$ cat config.mk
export PLATFORM = sky130hd
export DESIGN_NAME = dbg_serial_tx
export DESIGN_NICKNAME = d
export VERILOG_FILES = /design/src/rtl/dbg_tx_pkg.sv /design/src/rtl/dbg_serial_tx_baud_gen.sv /design/src/rtl/dbg_serial_tx.sv
export SDC_FILE = /design/constraint.sdc
export NUM_CORES = 1
export LEC_CHECK = 0
export ABC_AREA = 0
export CELL_PAD_IN_SITES_DETAIL_PLACEMENT = 2
export CELL_PAD_IN_SITES_GLOBAL_PLACEMENT = 2
export CORE_ASPECT_RATIO = 1.25
export CORE_MARGIN = 5
export CORE_UTILIZATION = 30
export CTS_CLUSTER_DIAMETER = 30
export DETAILED_ROUTE_END_ITERATION = 7
export PLACE_DENSITY = 0.73
export SETUP_SLACK_MARGIN = 0.1
export SYNTH_ARGS = -nofsm -noshare
export SYNTH_HDL_FRONTEND = slang
export SYNTH_HIERARCHICAL = 1
export SYNTH_SLANG_ARGS = --single-unit
$ cat constraint.sdc
create_clock -name clk -period 2.4 [get_ports clk]
set_input_delay 0.24 -clock clk [delete_from_list [all_inputs] [get_ports clk]]
set_output_delay 0.24 -clock clk [all_outputs]
set_load 0.01 [all_outputs]
$ cat src/rtl/dbg_tx_pkg.sv
// rtl/dbg_tx_pkg.sv - shared types and constants for the debug serial transmitter
package dbg_tx_pkg;

    localparam int FRAME_BYTES = 9;
    localparam int BITS_PER_BYTE = 8;
    localparam logic [7:0] DEFAULT_SYNC_BYTE = 8'hA5;

    typedef enum logic [1:0] {
        IDLE,
        START,
        DATA,
        STOP
    } tx_state_t;

    // XOR of the seven debug bytes; the sync byte is deliberately not included
    function automatic logic [7:0] xor_bytes(input logic [55:0] bytes);
        logic [7:0] acc;
        acc = 8'h00;
        for (int i = 0; i < 7; i++) begin
            acc = acc ^ bytes[i*8 +: 8];
        end
        return acc;
    endfunction

endpackage

$ cat src/rtl/dbg_serial_tx_baud_gen.sv
// rtl/dbg_serial_tx_baud_gen.sv - bit-period down-counter with one-cycle bit_end strobe
module baud_gen #(
    parameter int CLKS_PER_BIT = 434
) (
    input  logic clk,
    input  logic reset,
    input  logic clear,
    input  logic en,
    output logic bit_end
);

    localparam logic [15:0] RELOAD = 16'(CLKS_PER_BIT - 1);

    logic [15:0] cnt;

    // Count down one bit period; held at reload while idle so the first bit of a frame is full length
    always_ff @(posedge clk or posedge reset) begin
        if (reset) begin
            cnt <= 16'd0;
        end else if (clear || !en || (cnt == 16'd0)) begin
            cnt <= RELOAD;
        end else begin
            cnt <= cnt - 16'd1;
        end
    end

    assign bit_end = en && (cnt == 16'd0);

endmodule

$ cat src/rtl/dbg_serial_tx.sv
// rtl/dbg_serial_tx.sv - captures seven debug bytes and sends them as one 8N1 frame with sync and checksum
module dbg_serial_tx
    import dbg_tx_pkg::*;
#(
    parameter int         CLKS_PER_BIT = 434,
    parameter logic [7:0] SYNC_BYTE    = DEFAULT_SYNC_BYTE
) (
    input  logic       clk,
    input  logic       reset,
    input  logic       snap,
    input  logic [7:0] debug_port1,
    input  logic [7:0] debug_port2,
    input  logic [7:0] debug_port3,
    input  logic [7:0] debug_port4,
    input  logic [7:0] debug_port5,
    input  logic [7:0] debug_port6,
    input  logic [7:0] debug_port7,
    output logic       txd,
    output logic       busy,
    output logic       done
);

    localparam logic [3:0] LAST_BYTE = 4'(FRAME_BYTES - 1);
    localparam logic [2:0] LAST_BIT  = 3'(BITS_PER_BYTE - 1);

    tx_state_t   state, state_n;
    logic [7:0]  shift_reg, shift_n;
    logic [71:0] cap, cap_n;
    logic [3:0]  byte_idx, byte_idx_n;
    logic [2:0]  bit_idx, bit_idx_n;
    logic        txd_n, busy_n, done_n;
    logic        accept;
    logic        bit_end;
    logic [55:0] ports;
    logic [6:0]  byte_base;
    logic [7:0]  cur_byte;

    assign ports     = {debug_port7, debug_port6, debug_port5, debug_port4,
                        debug_port3, debug_port2, debug_port1};
    assign byte_base = {byte_idx, 3'b000};
    assign cur_byte  = cap[byte_base +: 8];

    baud_gen #(
        .CLKS_PER_BIT(CLKS_PER_BIT)
    ) u_baud_gen (
        .clk     (clk),
        .reset   (reset),
        .clear   (accept),
        .en      (busy),
        .bit_end (bit_end)
    );

    // State, datapath and output flops; outputs are registered so nothing combinational reaches the pins
    always_ff @(posedge clk or posedge reset) begin
        if (reset) begin
            state     <= IDLE;
            shift_reg <= 8'h00;
            cap       <= 72'h0;
            byte_idx  <= 4'd0;
            bit_idx   <= 3'd0;
            txd       <= 1'b1;
            busy      <= 1'b0;
            done      <= 1'b0;
        end else begin
            state     <= state_n;
            shift_reg <= shift_n;
            cap       <= cap_n;
            byte_idx  <= byte_idx_n;
            bit_idx   <= bit_idx_n;
            txd       <= txd_n;
            busy      <= busy_n;
            done      <= done_n;
        end
    end

    // Next state and next output values; the capture holds sync, seven ports and checksum as nine bytes
    always_comb begin
        state_n    = state;
        shift_n    = shift_reg;
        cap_n      = cap;
        byte_idx_n = byte_idx;
        bit_idx_n  = bit_idx;
        txd_n      = txd;
        busy_n     = busy;
        done_n     = 1'b0;
        accept     = 1'b0;
        case (state)
            IDLE: begin
                txd_n  = 1'b1;
                busy_n = 1'b0;
                if (snap) begin
                    accept     = 1'b1;
                    cap_n      = {xor_bytes(ports), ports, SYNC_BYTE};
                    byte_idx_n = 4'd0;
                    bit_idx_n  = 3'd0;
                    txd_n      = 1'b0;
                    busy_n     = 1'b1;
                    state_n    = START;
                end
            end
            START: begin
                if (bit_end) begin
                    txd_n     = cur_byte[0];
                    shift_n   = {1'b0, cur_byte[7:1]};
                    bit_idx_n = 3'd0;
                    state_n   = DATA;
                end
            end
            DATA: begin
                if (bit_end) begin
                    if (bit_idx == LAST_BIT) begin
                        txd_n   = 1'b1;
                        state_n = STOP;
                    end else begin
                        txd_n     = shift_reg[0];
                        shift_n   = {1'b0, shift_reg[7:1]};
                        bit_idx_n = bit_idx + 3'd1;
                    end
                end
            end
            STOP: begin
                if (bit_end) begin
                    if (byte_idx < LAST_BYTE) begin
                        byte_idx_n = byte_idx + 4'd1;
                        txd_n      = 1'b0;
                        state_n    = START;
                    end else begin
                        txd_n   = 1'b1;
                        busy_n  = 1'b0;
                        done_n  = 1'b1;
                        state_n = IDLE;
                    end
                end
            end
            default: begin
                state_n = IDLE;
            end
        endcase
    end

endmodule
Word level (Yosys, flattened, before mapping)
Index checks and enable logic that the tools add are counted.

operators by class
  add/subtract/negate cells = 3
  bitwise logic cells = 6
  reduce and logical (&&, ||, !) cells = 16
  muxes and demuxes = 35
  magnitude comparators = 1
  equality and inequality tests = 12
  shift operators = 1

operators by type and width
  cell                                                 number
  variable part select 72 x 8 -> 8 bit                 1
  XOR 8 bit                                            6
  two-way mux 8 bit                                    3
  zero test 16 bit                                     1
  two-way mux 16 bit                                   1
  != test 2 bit (second input constant)                8
  case mux 8 bit (2 select lines)                      1
  subtractor 16 x 1 -> 16 bit (second input constant)  1
  two-way mux 1 bit                                    13
  two-way mux 3 bit                                    4
  two-way mux 4 bit                                    3
  two-way mux 2 bit                                    5
  AND reduction 5 bit                                  2
  case mux 3 bit (3 select lines)                      1
  case mux 2 bit (4 select lines)                      1
  case mux 4 bit (2 select lines)                      1
  AND reduction 4 bit                                  2
  AND reduction 3 bit                                  2
  adder 4 x 1 -> 4 bit (second input constant)         1
  equality test 2 bit (second input constant)          2
  less-than comparator 4 bit (second input constant)   1
  case mux 1 bit (4 select lines)                      1
  nonzero test 2 bit                                   2
  adder 3 x 1 -> 3 bit (second input constant)         1
  other kinds (9)                                      10

storage, ports and cells
  input bits = 59
  flip-flop bits (word level) = 104
  word-level logic and storage cells = 83
  output and inout bits = 3

Longest topological paths before layout
Gate-level depths: netlist of run 1.

  depth after elaboration = 6
  gate-level depth with buffers = 10
  mapped depth without buffers = 9

Hierarchy
Netlist of run 1, hierarchy kept.

modules (own cells, without submodules)
  module         sequential area each (um^2)  area each (um^2)  cells an instance  instances
  dbg_serial_tx  2103.3                       4524.3            375                1
  baud_gen       400.4                        842.1             80                 1

Worst setup path before layout of run 1
Ideal clock, no wire load.

  path type = reg-to-reg
  start point = reg u_baud_gen.cnt[0]
  end point = reg state[1]
  path buffers = 1
  arrival time = 2.248 ns
  period minus slack after synthesis = 2.372 ns
  data required time = 2.275 ns
  slack = 0.028 ns
  cell stages (with the launch flop) = 10
  library setup time = 0.125 ns
  cell sequence = dfrtp_1 -> inv_1 -> ha_1 -> nor3b_4 -> nand2_2 -> nor4b_1 -> buf_2 -> a22oi_1 -> or2_2 -> mux2_2

between the ends
  cells in the longest elaborated chain, start to end = 4
  elaborated cells on any way between the ends = 6
  classes of those cells = eq/ne (3); reduce/logical (3)

ends and longest elaborated chain
  what                             line                          text
  start: declaration               dbg_serial_tx_baud_gen.sv:14  logic [15:0] cnt;
  start signal: assignment         dbg_serial_tx_baud_gen.sv:23  cnt <= cnt - 16'd1;
  zero test 16 bit *               dbg_serial_tx_baud_gen.sv:27  assign bit_end = en && (cnt == 16'd0);
  logical AND 1 bit *              dbg_serial_tx_baud_gen.sv:27
  net bit_end                      dbg_serial_tx.sv:33           logic bit_end;
  != test 2 bit (no line)          n/a
  AND reduction 5 bit (no line) *  n/a
  end signal: assignment           dbg_serial_tx.sv:65           state <= state_n;
  end: declaration                 dbg_serial_tx.sv:26           tx_state_t state, state_n;

The timed path passes the listed nets; every way through them passes the cells marked *.
A chain may end at the register's enable or synchronous reset.

Worst setup path after layout of run 1
Ends and elaborated chain as after synthesis.

==> flow_summary.toml, run 1 <==
[sta]
holdWs_ps = 339
drv_slew = 0
period_minus_slack_ps = 2230
setup_viol = 0
fin_crit_sh = 0.930
fmax_mhz = 448
rsz0062_at_grt = "yes"
hold_viol_final = 0
relSlewSlack = 0.516
worst_pin_slew_ps = 725
setup_slack_ps = 167
setup_tns_ps = 0
skew_ps = 9.78

[yosys]
netlist_area_um2 = 5370
ys_seq_area_frac = 0.467
synth_ff_type = "dfrtp_1"
async_reset_ff_frac = 1.00
ys_warn_count = 6
synth.avg_cell_area_um2 = 11.8
synth_nets = 524
ys_seq_elements = 100
synth_cell_types = 55
syn_inst = 455
synth_edf_count = 0

[placed_design]
port-buffer-count = 61
dpl.cell_count = 741
post-place-ws_ps = -33.4
hpwl_um = 10500
place_congestion = 0.771

[setup_path]
critPathMaxFanout = 6
cpPeakStageDelay_ps = 380
end_kind = "register"
critical_path_required_ps = 2640
worstPathCellList = "inv_1 -> ha_2 -> nor3b_4 -> nand2_2 -> nor4b_4 -> buf_4 -> o21bai_1 -> a22oi_2 -> or2_4 -> mux2_2"
crit_buf_inv = 2
cp-start-kind = "register"
critPathSlowestCell = "dfrtp_1"
path_class = "register to register"
worstPathArrival_ps = 2480
cpLargestDelayFamily = "simple AND/OR/NAND/NOR gates"

[die]
rows = 54
die_w_um = 130
core_area_um2 = 17500
fp.dieArea_um2 = 20700
dieHeight_um = 160
boundaryPins = 62
start_util = 0.307

[grt]
grt_pass1_vias = 4441
grt_pass1_wl_um = 23900
overflow = 0
antenna_found_initial = 0
track_usage = 0.145
grt_max_degree = 50

[detailed_routing]
vias_per_cell = 4.98
first_iter_violations = 113
route.detailed.drc = 0
first_pass_iters = 4
vias = 3791
drtAntennaViolNets = 0
avgRoutedWirePerCell_um = 18.7
drt-total-wl_um = 14200

[finish]
fillers = 1791
drive_above_1_share = 0.247
final_common_cell = "dfrtp_1"
final_cells = 762
fin_nets = 602
mostFrequentLayoutCells = "dfrtp_1 (98), clkdlybuf4s50_1 (61), mux2_2 (59), xnor2_1 (43), nor2_1 (26)"
largest_reg_flops = 65
areaGrowthSynthToFinish_pct = 25.1
utilization = 0.384
seqCellArea_um2 = 2500
antennaDiodeCount = 0
multiInputGateArea_um2 = 2760

[clock_tree]
cts_buffers = 9
clk_pin_slew_ps = 80
cts-root-buf = "clkbuf_16"
cts_tree = "done"
cts_buffer_depth = 2
htree_num_levels = 3
insertion_delay_ps = 350
clock_sinks = 100

[power]
ir_worst_vdd_mv = 0.323
p_leak_nw = 2.95
powerDensity_nw_per_um2 = 509

[run]
maxCapViolations = 0

[min_path]
hold_path.class = "input pin to asynchronous set/reset pin"

[run_status]
status = "completed"
==> metal layers <==
layer,routed length (um),track usage,share of wire,up-vias
met1,5750,0.172,0.40,1969
met4,235,0.0458,0.017,0
met3,276,0.0238,0.019,15
li1,-,-,-,1766
met2,7960,0.263,0.56,41
met5,0,0,0,-
==> layout make-up <==
| cell class | instances | share of cell area |
|---|---|---|
| inverter | 12 | 0.00727 |
| timing repair buffer | 86 | 0.125 |
| clock inverter | 7 | 0.00876 |
| multi-input combinational | 324 | 0.411 |
| sequential | 100 | 0.373 |
| clock buffer | 9 | 0.0336 |
| tap | 224 | 0.0418 |
==> path summary, 6_finish.rpt <==
path,from,to,slack (ps),depth (start not counted)
worst max-delay path,u_baud_gen/cnt[0]$_DFF_PP0_,state[1]$_DFFE_PP0P_,170,10
worst min-delay path,reset,busy$_DFFE_PP0P_,340,2
worst max register to register,u_baud_gen/cnt[0]$_DFF_PP0_,state[1]$_DFFE_PP0P_,170,10
worst min register to register,cap[65]$_DFFE_PP0P_,cap[65]$_DFFE_PP0P_,480,2
max in group asynchronous,reset,cap[24]$_DFFE_PP0P_,1410,3
min in group clk,cap[65]$_DFFE_PP0P_,cap[65]$_DFFE_PP0P_,480,2
==> power by group <==
part,leakage [nW],switching (mW),internal [mW]
logic,1.44,0.137,0.172
clock network,0.133,0.705,0.717
registers,1.38,0,1.68
==> stage by stage <==
| stage | total power, mW | instance area [um2] |
|---|---|---|
| 3_5_place_dp | 2.03 | 6330 |
| 4_1_cts | 3.47 | 6670 |
| 5_1_grt | 3.56 | 6710 |
| 2_1_floorplan | 1.87 | 5380 |
| 3_3_place_gp | 2.02 | 6330 |
| 6_report | 3.41 | 6710 |
==> synthesized netlist by cell type, types with 4 or more instances <==
cell type / count / area, um2
a22o_1: 5 / 43.8
mux4_2: 5 / 113
mux2i_1: 24 / 240
a21oi_1: 19 / 95.1
o21ai_0: 16 / 80.1
buf_2: 7 / 35.0
xor2_1: 15 / 131
mux2_2: 59 / 664
a21o_1: 4 / 30.0
nor2_1: 27 / 101
nor2b_1: 7 / 43.8
inv_1: 11 / 41.3
clkbuf_1: 5 / 18.8
nor3_1: 5 / 25.0
nand2b_1: 4 / 25.0
ha_1: 10 / 125
dfrtp_1: 99 / 2480
xnor2_1: 43 / 377
nand2_1: 26 / 97.6
nand4_1: 7 / 43.8
o21ai_1: 4 / 20.0
==> what timing repair did <==
item                       4_1_cts  5_1_grt
setup endpoints to repair        6       12
hold buffers                     0        0
buffers inserted                 4        1
pin swaps                        2        1
resized for setup                5        7
hold endpoints to repair         0        0
==> cells by family (layout without fill, tap and decap cells) <==
group / after synthesis / in the layout / synth area share
compound gates: 71 / 71 / 0.0893
xor+xnor: 58 / 58 / 0.0947
fa+ha+maj: 10 / 10 / 0.0233
buf+inv: 31 / 114 / 0.0317
flops: 100 / 100 / 0.467
mux: 89 / 89 / 0.194
simple gates: 96 / 96 / 0.100
Note: power is estimated with default switching activity, not from simulation.
==> run 2, diff against run 1 <==
- CTS_CLUSTER_SIZE: unset -> 40
==> results of run 2 <==
Same layout as run 1: the final DEF is identical, and so are final timing and power.
